File: src/rtl/uart_tx_unit.sv
// uart_tx_unit: 8N1 UART serializer with a runtime 16x oversample divisor.
// Define UART_TX_PARITY_EN to insert an even-parity bit between data and stop.
module uart_tx_unit #(
  parameter int DBIT       = 8,
  parameter int SB_TICK    = 16,
  parameter int TIMER_BITS = 11
) (
  input  logic                  clk,
  input  logic                  reset,
  input  logic [TIMER_BITS-1:0] TIMER_FINAL_VALUE,
  input  logic                  tx_start,
  input  logic [DBIT-1:0]       din,
  output logic                  tx,
  output logic                  tx_busy,
  output logic                  tx_done_tick,
  output logic [2:0]            state_dbg
);

  // Handshake: tx_start is a request taken only when tx_busy is low (state IDLE);
  // a request while busy is dropped, never queued. tx_done_tick is a one-cycle
  // completion strobe issued on the edge tx_busy falls, usable as a FIFO pop.

  typedef enum logic [2:0] {
    IDLE   = 3'd0,
    START  = 3'd1,
    DATA   = 3'd2,
    STOP   = 3'd3
`ifdef UART_TX_PARITY_EN
    ,
    PARITY = 3'd4
`endif
  } state_t;

  localparam logic [4:0]            BIT_LAST  = 5'd15;
  localparam logic [4:0]            SB_LAST   = 5'(SB_TICK - 1);
  localparam logic [2:0]            DBIT_LAST = 3'(DBIT - 1);
  localparam logic [TIMER_BITS-1:0] TIMER_ONE = TIMER_BITS'(1);

  state_t                  state_q, state_d;
  logic [TIMER_BITS-1:0]   timer_q;
  logic [TIMER_BITS-1:0]   tfv_q, tfv_d;
  logic [4:0]              s_cnt_q, s_cnt_d;
  logic [2:0]              n_cnt_q, n_cnt_d;
  logic [DBIT-1:0]         shift_q, shift_d;
  logic [DBIT-1:0]         shift_nxt;
  logic                    tx_q, tx_d;
  logic                    busy_q, busy_d;
  logic                    done_q, done_d;
  logic                    s_tick;
`ifdef UART_TX_PARITY_EN
  logic                    parity_q, parity_d;
`endif

  assign s_tick    = (timer_q == tfv_q);
  assign shift_nxt = shift_q >> 1;

  // Baud timer idles at zero so it restarts cleanly on frame acceptance.
  always_ff @(posedge clk or posedge reset) begin
    if (reset) begin
      timer_q <= '0;
    end else if (state_q == IDLE || s_tick) begin
      timer_q <= '0;
    end else begin
      timer_q <= timer_q + TIMER_ONE;
    end
  end

  always_ff @(posedge clk or posedge reset) begin
    if (reset) begin
      state_q  <= IDLE;
      tfv_q    <= '0;
      s_cnt_q  <= '0;
      n_cnt_q  <= '0;
      shift_q  <= '0;
      tx_q     <= 1'b1;
      busy_q   <= 1'b0;
      done_q   <= 1'b0;
`ifdef UART_TX_PARITY_EN
      parity_q <= 1'b0;
`endif
    end else begin
      state_q  <= state_d;
      tfv_q    <= tfv_d;
      s_cnt_q  <= s_cnt_d;
      n_cnt_q  <= n_cnt_d;
      shift_q  <= shift_d;
      tx_q     <= tx_d;
      busy_q   <= busy_d;
      done_q   <= done_d;
`ifdef UART_TX_PARITY_EN
      parity_q <= parity_d;
`endif
    end
  end

  always_comb begin
    state_d  = state_q;
    tfv_d    = tfv_q;
    s_cnt_d  = s_cnt_q;
    n_cnt_d  = n_cnt_q;
    shift_d  = shift_q;
    tx_d     = tx_q;
    busy_d   = busy_q;
    done_d   = 1'b0;
`ifdef UART_TX_PARITY_EN
    parity_d = parity_q;
`endif
    unique case (state_q)
      IDLE: begin
        tx_d   = 1'b1;
        busy_d = 1'b0;
        if (tx_start) begin
          state_d  = START;
          tfv_d    = TIMER_FINAL_VALUE;
          shift_d  = din;
          s_cnt_d  = '0;
          n_cnt_d  = '0;
          tx_d     = 1'b0;
          busy_d   = 1'b1;
`ifdef UART_TX_PARITY_EN
          parity_d = ^din;
`endif
        end
      end
      START: begin
        if (s_tick) begin
          if (s_cnt_q == BIT_LAST) begin
            state_d = DATA;
            s_cnt_d = '0;
            tx_d    = shift_q[0];
          end else begin
            s_cnt_d = s_cnt_q + 5'd1;
          end
        end
      end
      DATA: begin
        if (s_tick) begin
          if (s_cnt_q == BIT_LAST) begin
            s_cnt_d = '0;
            shift_d = shift_nxt;
            if (n_cnt_q == DBIT_LAST) begin
`ifdef UART_TX_PARITY_EN
              state_d = PARITY;
              tx_d    = parity_q;
`else
              state_d = STOP;
              tx_d    = 1'b1;
`endif
            end else begin
              n_cnt_d = n_cnt_q + 3'd1;
              tx_d    = shift_nxt[0];
            end
          end else begin
            s_cnt_d = s_cnt_q + 5'd1;
          end
        end
      end
`ifdef UART_TX_PARITY_EN
      PARITY: begin
        if (s_tick) begin
          if (s_cnt_q == BIT_LAST) begin
            state_d = STOP;
            s_cnt_d = '0;
            tx_d    = 1'b1;
          end else begin
            s_cnt_d = s_cnt_q + 5'd1;
          end
        end
      end
`endif
      STOP: begin
        // Final stop tick: done pulse and busy drop land on the same edge.
        if (s_tick) begin
          if (s_cnt_q == SB_LAST) begin
            state_d = IDLE;
            s_cnt_d = '0;
            tx_d    = 1'b1;
            busy_d  = 1'b0;
            done_d  = 1'b1;
          end else begin
            s_cnt_d = s_cnt_q + 5'd1;
          end
        end
      end
      default: begin
        state_d = IDLE;
        tx_d    = 1'b1;
        busy_d  = 1'b0;
      end
    endcase
  end

  assign tx           = tx_q;
  assign tx_busy      = busy_q;
  assign tx_done_tick = done_q;
  assign state_dbg    = state_q;

endmodule

File: config.mk
export PLATFORM = sky130hd
export DESIGN_NAME = uart_tx_unit
export DESIGN_NICKNAME = d
export VERILOG_FILES = /design/src/rtl/uart_tx_unit.sv
export SDC_FILE = /design/constraint.sdc
export NUM_CORES = 1
export LEC_CHECK = 0
export ABC_AREA = 1
export CAP_MARGIN = 10
export CORE_MARGIN = 2
export CORE_UTILIZATION = 59
export DETAILED_ROUTE_END_ITERATION = 8
export GPL_ROUTABILITY_DRIVEN = 1
export PLACE_DENSITY_LB_ADDON = 0.2
export SYNTH_ARGS = -nofsm -noshare
export SYNTH_HDL_FRONTEND = slang
export SYNTH_SLANG_ARGS = --single-unit
File: constraint.sdc
create_clock -name clk -period 2.99 [get_ports clk]
set_clock_uncertainty 0.15 [all_clocks]
set_input_delay 0.4485 -clock clk [delete_from_list [all_inputs] [get_ports clk]]
set_output_delay 0.4485 -clock clk [all_outputs]
set_load 0.02 [all_outputs]
==> results.txt <==
Status -> finished, final reports clean
Syn_nets -> 298
Initial Util -> 0.620
Flops & latches, synth -> 43
Nets -> 329
Sequential Area -> 0.00108 mm²
Slew Viols, Final -> 0
Die ar. -> 0.00439 mm²
GRT overflow -> 0
Leakage power total -> 1.27 nW
Max rail drop VDD -> 0.000609 V
Row count -> 22
Final GP Congestion -> 0.786
Initial antenna violation count -> 0
Crit path capture type -> output pin
Port bufs -> 26
Post_cts resized -> 0
DP HPWL -> 2970 µm
Total GRT Usage -> 0.228
Combinational share of power -> 0.436
DP Cell Count -> 339
Final Instance Count excl. Fillers -> 347
Max clock buf depth -> 2
Multi-input gate area -> 0.00106 mm²
Fin crit share -> 0.677
Mapped Avg Cell Area -> 8.57 µm²
Setup-failing EPs final -> 0
CTS Buf Count -> 5
Main flop type after synthesis -> dfrtp_1
CTS Sinks -> 43
Worst-path maximum fanout -> 2
Sequential share of the synthesized area -> 0.471
WL final -> 4280 µm
Flop pwr share -> 0.375
CP Cell Sequence -> clkdlybuf4s50_1
Post-synth top area share -> 0.460
Sw Share -> 0.402
IO Count -> 28
Worst-Skew Late Latency -> 310 ps
Root Buffer -> clkbuf_8
Worst R2R End -> shift_q[1]$_DFFE_PP0P_
Slowest cell on crit path -> clkdlybuf4s50_1
Initial DRC count -> 123
Max Cap Viol -> 0
Core area -> 0.00369 mm²
TritonCTS clock tree -> yes
Yosys top cell by area -> dfrtp_1
Area contributors post-synth -> dfrtp_1 (46%), nand2_1 (11%), ha_1 (4.9%), nor2_1 (4.8%), inv_1 (4.4%)
Syn Inst Count -> 267
Die Y -> 66.3 µm
Routed Antenna Nets -> 0
Post-synth EDFFs -> 0
Via count -> 1798
First-pass GRT wire length -> 7490 µm
Crit Path Class -> reg -> out
Fmax -> 494 MHz
Mapped Area -> 0.00229 mm²
Async set-reset flop share out of synthesis -> 1.00
Die W -> 66.3 µm
WHS Path Cells -> 2
Final hold violations -> 0
Post-CTS setup buffer count -> 0
Commonest non-fill, non-tap cell in the layout -> nand2_1
CTS Hold Bufs -> 0
Psw -> 1.01 mW
Hold endpoint -> n_cnt_q[1]$_DFFE_PP0P_
ANT cells -> 0
Internal power -> 1.50 mW
Setup TNS -> 0 ps
Vias per inst -> 5.18
Layout area overhead -> 18.7%
Worst Max-Slew Pin Slew -> 544 ps
Arr. time, crit path -> 1430 ps
DR DRC count -> 0
H-tree depth -> 2
Power density cells -> 926 mW/mm²
Delay-heaviest family, CP -> buffers and inverters
Vias in the first global route -> 1745
Fill count -> 310
Reg2reg path depth -> 8
Worst setup SP type -> register
Synth unique cells -> 33
Reg2reg start -> state_dbg[0]$_DFFE_PP0P_
DR pass1 iterations -> 4
Slowest cell delay on critical path -> 590 ps
Slew headroom -> 0.637
HP Start -> n_cnt_q[1]$_DFFE_PP0P_
Clock share of power -> 0.190
Largest net degree at the start of global routing -> 44
CP Buf/Inv Count -> 1
Unrepaired setup endpoints after global routing -> no
Routed WL per cell -> 12.3 µm
Most frequent cells in the layout -> nand2_1 (68), dfrtp_1 (42), nor2_1 (29)
Clk pin slew, worst setup/hold paths -> 80 ps
Share of cells above drive strength 1 -> 0.137
Yosys warning total -> 0
WP data required -> 2390 ps
Post-layout min period -> 2030 ps
FF-to-FF setup slack -> 990 ps
Min-Delay Path Class -> reg -> reg
kinds of logic (layout without fill, tap and decap cells):
logic type	Yosys count	after routing	share of synthesized area
AND/OR/NAND/NOR	129	129	0.254
multiplexers	11	11	0.0509
adder cells (fa/ha/maj)	9	9	0.0492
other	1	1	0.00164
XOR/XNOR	6	6	0.0230
flip-flops	43	43	0.471
AO/OA/AOI/OAI	31	31	0.0837
buffers and inverters	37	69	0.0667
worst max path at each step:
| stage | start | to | slack, ps | cells after the start |
|---|---|---|---|---|
| 4_1_cts | tx$_DFFE_PP1P_ | tx | 960 | 1 |
| 5_1_grt | state_dbg[0]$_DFFE_PP0P_ | shift_q[0]$_DFFE_PP0P_ | 820 | 8 |
| 3_3_place_gp | tx_start | shift_q[4]$_DFFE_PP0P_ | 1030 | 6 |
| 2_1_floorplan | state_dbg[0]$_DFFE_PP0P_ | shift_q[5]$_DFFE_PP0P_ | 1130 | 9 |
| 6_report | tx$_DFFE_PP1P_ | tx | 960 | 1 |
| 3_5_place_dp | state_dbg[0]$_DFFE_PP0P_ | shift_q[2]$_DFFE_PP0P_ | 1000 | 8 |
power by group through the flow:
stage / clock, mW / sequential (mW) / combinational, mW
floorplan: 0 / 0.940 / 0.849
global placement: 0 / 0.941 / 1.05
detailed placement: 0 / 0.947 / 1.09
CTS: 0.481 / 0.943 / 1.11
global route: 0.509 / 0.968 / 1.25
finish: 0.476 / 0.942 / 1.09
through the flow:
stage | cell area (µm²) | utilization | hold WS [ps] | worst slack (ps) | power (mW)
after CTS | 2720 | 0.736 | 333 | 960 | 2.53
after detailed placement | 2600 | 0.704 | 314 | 997 | 2.04
after global placement | 2600 | 0.704 | 311 | 1030 | 1.99
after floorplan | 2290 | - | 296 | 1130 | 1.79
final | 2720 | 0.736 | 335 | 965 | 2.51
after global routing | 2720 | 0.736 | 358 | 816 | 2.73
flip-flops by register name (all words and copies together) (netlist names):
| register | cells |
|---|---|
| shift_q | 8 |
| tx | 1 |
| tx_busy | 1 |
| timer_q | 11 |
| state_dbg | 2 |
| tx_done_tick | 1 |
| tfv_q | 11 |
| s_cnt_q | 5 |
| n_cnt_q | 3 |
cell usage after synthesis (2+ instances only):
cell / number
buf_2: 2
a21oi_1: 12
inv_1: 27
mux2_2: 5
nand2_2: 3
o21ai_0: 8
ha_1: 9
mux2i_1: 6
dfrtp_1: 42
nor3_2: 2
nand2_4: 2
nor3_1: 4
nand4_1: 5
o21ai_2: 8
nand2_1: 68
nor2_1: 29
inv_2: 5
xnor2_1: 5
nand3_1: 11
routing by layer:
| metal | vias up | share of wire | GRT usage |
|---|---|---|---|
| li1 | 913 | - | - |
| met4 | 0 | 0.019 | 0.0816 |
| met5 | - | 0 | 0 |
| met3 | 8 | 0.050 | 0.0681 |
| met2 | 42 | 0.48 | 0.376 |
| met1 | 835 | 0.45 | 0.283 |
area by class of cell:
cell class | instances | area share
well taps | 48 | 0.0221
clock buffers | 6 | 0.0304
clock inverters | 2 | 0.0129
repair buffers | 29 | 0.104
inverters | 32 | 0.0442
flip-flops and latches | 43 | 0.397
multi-input cells | 187 | 0.389
Note: power is estimated with default switching activity, not from simulation.
==> RTL change (config.mk and constraints unchanged) <==
`shift_q` no longer has a reset.
--- a/src/rtl/uart_tx_unit.sv
+++ b/src/rtl/uart_tx_unit.sv
@@ -72,5 +72,4 @@
       s_cnt_q  <= '0;
       n_cnt_q  <= '0;
-      shift_q  <= '0;
       tx_q     <= 1'b1;
       busy_q   <= 1'b0;
@@ -84,5 +83,4 @@
       s_cnt_q  <= s_cnt_d;
       n_cnt_q  <= n_cnt_d;
-      shift_q  <= shift_d;
       tx_q     <= tx_d;
       busy_q   <= busy_d;
@@ -92,4 +90,8 @@
 `endif
     end
+  end
+
+  always_ff @(posedge clk) begin
+    shift_q <= shift_d;
   end
 
Check against the original RTL: same outputs for any inputs over 10 cycles, from zero or initial values and one cycle with reset high; that may be too few to reach the edited logic, so the function may still have changed.
==> RTL change against the original RTL <==
- final area is 0.18% lower
- largest power group unchanged
- synthesized cell count is 1.5% lower
- non-clock buffer count is 1 higher
- final cell count is 0.29% lower
- die area is 0.42% higher
- sequential cell count stayed put
- register-to-register slack worse by 130 ps
- wire length is 5.8% lower
- total power is 4.0% lower
- setup slack worse by 100 ps
- area after synthesis is 0.44% higher
- critical endpoint is now shift_q[2]
==> RTL change: results <==
export IMPL_maximum_number_of_pins_on_one_net_before_global_route_repair=36
export IMPL_r2r_cells=7
export IMPL_initialDrtViolationCount=134
export IMPL_clk_pin_slew_ps=80
export IMPL_maxSlewHeadroom_pct=66.09
export IMPL_post_cts_resized_instances=0
export IMPL_area_share_of_xor_xnor_cells_in_the_synthesized_design_pct=2.288
export IMPL_htreeDepth=2
export IMPL_place_gp_congestion=0.7992
export IMPL_num_antenna_cells=0
export IMPL_rr_endpoint="shift_q[2]"
export IMPL_synth_compound_area_share_pct=5.338
export IMPL_n_fill_cell=299
export IMPL_run_status="complete, no violations"
export IMPL_synth_fp_nets=294
export IMPL_total_leakage_power_uw=0.001267
export IMPL_cts_root_to_sink_buffers=2
export IMPL_vdd_ir_drop_worst_uv=598.7
export IMPL_critical_path_arrival_ps=1990
export IMPL_ff2ff_setup_slack_ps=860
export IMPL_place_detailed_hpwl_um=2940
export IMPL_worstHoldPathType="reg2reg"
export IMPL_synthDominantCellAreaShare_pct=37.04
export IMPL_netlist_top_cells_count="73 x sky130_fd_sc_hd__nand2_1, 34 x sky130_fd_sc_hd__dfrtp_1, 29 x sky130_fd_sc_hd__inv_1"
export IMPL_path_max_fanout=8
export IMPL_routed_wirelength_um=4033
export IMPL_synth_cell_types=34
export IMPL_tritoncts_num_buffers=5
export IMPL_synth_edff_count=8
export IMPL_vias=1740
export IMPL_worstHoldEndpoint="n_cnt_q[2]"
export IMPL_synth_async_sr_flop_share_pct=81.40
export IMPL_first_global_vias=1634
export IMPL_hold_path_startpoint="n_cnt_q[2]"
export IMPL_grtUsageTotal_pct=20.92
export IMPL_grt_first_pass_wirelength_um=7024
export IMPL_detailed_router_iteration_count_before_antenna_repair=4
export IMPL_synth_seq_area_share_pct=48.64
export IMPL_synth_mux_area_fraction_pct=2.451
export IMPL_yosys_area_share_adder_pct=4.902
export IMPL_synthTopCellsByArea="sky130_fd_sc_hd__dfrtp_1 37%, sky130_fd_sc_hd__nand2_1 12%, sky130_fd_sc_hd__edfxtp_1 10%"
export IMPL_finish_net_count=328
export IMPL_clock_insertion_delay_worst_skew_ps=300
export IMPL_drive_above_1_share_pct=14.43
==> RTL change: cell types whose count changed after synthesis, sizes merged, moves of 6 or more <==
cell    change
mux2i       -6
dfrtp       -8
o21ai       -9
nand2       +9
edfxtp      +8
==> RTL change: worst max-delay path: stages, from the launching register on <==
cell and delay, ps:
sky130_fd_sc_hd__dfrtp_1 420, sky130_fd_sc_hd__inv_1 100, sky130_fd_sc_hd__ha_1 240, sky130_fd_sc_hd__inv_1 120, sky130_fd_sc_hd__nor2_1 80, sky130_fd_sc_hd__nor2_1 310, sky130_fd_sc_hd__a21boi_0 230, sky130_fd_sc_hd__buf_4 200
==> RTL change: area by class of cell <==
type | instances | area, um^2 | area share, %
Multi-Input combinational cell | 184 | 1033 | 38.13
Clock inverter | 2 | 12.51 | 0.4617
Inverter | 33 | 123.9 | 4.571
Clock buffer | 6 | 72.57 | 2.678
Sequential cell | 43 | 1117 | 41.23
Timing Repair Buffer | 30 | 290.3 | 10.71
Tap cell | 48 | 60.06 | 2.216
==> RTL change: how the worst max path moves through the flow <==
stage | from | end | slack (ps) | cells past startpoint
final | state_dbg[0] | shift_q[2] | 860 | 7
after global routing | state_dbg[0] | shift_q[1] | 680 | 7
after CTS | state_dbg[0] | shift_q[6] | 840 | 7
after detailed placement | tx_start | shift_q[7] | 800 | 5
after global placement | tx_start | shift_q[7] | 820 | 5
after floorplan | state_dbg[0] | shift_q[0] | 440 | 6
==> RTL change: cell families after synthesis <==
family / count (synthesis)
flip-flops: 43
multiplexers: 5
XOR/XNOR: 6
adder cells (fa/ha/maj): 9
buffers and inverters: 36
other: 1
AND/OR/NAND/NOR: 142
AO/OA/AOI/OAI: 21
==> RTL change: per-layer routing <==
metal	GRT usage, %	vias up	part of all wire (%)
met5	0	-	0
met4	7.143	0	1.5
met3	4.429	8	3.5
met2	33.75	32	47
met1	28.00	797	48
li1	-	903	-
==> RTL change: through the flow <==
stage	util [%]	setup slack (ps)	std cells	hold slack, ps	cell area [um^2]
after floorplan	-	440.1	263	295.2	2297
after global placement	70.64	818.1	338	313.7	2625
after detailed placement	70.64	802.7	338	316.3	2625
after CTS	72.93	844.2	346	335.6	2710
after global routing	72.93	677.3	346	350.8	2710
final	72.93	860.3	346	334.2	2710
==> RTL change: report_power, final <==
part           switching [uW]  internal, uW  leakage (uW)
clock network             198           163     0.0000412
registers                 135           846      0.000522
logic                     639           432      0.000704
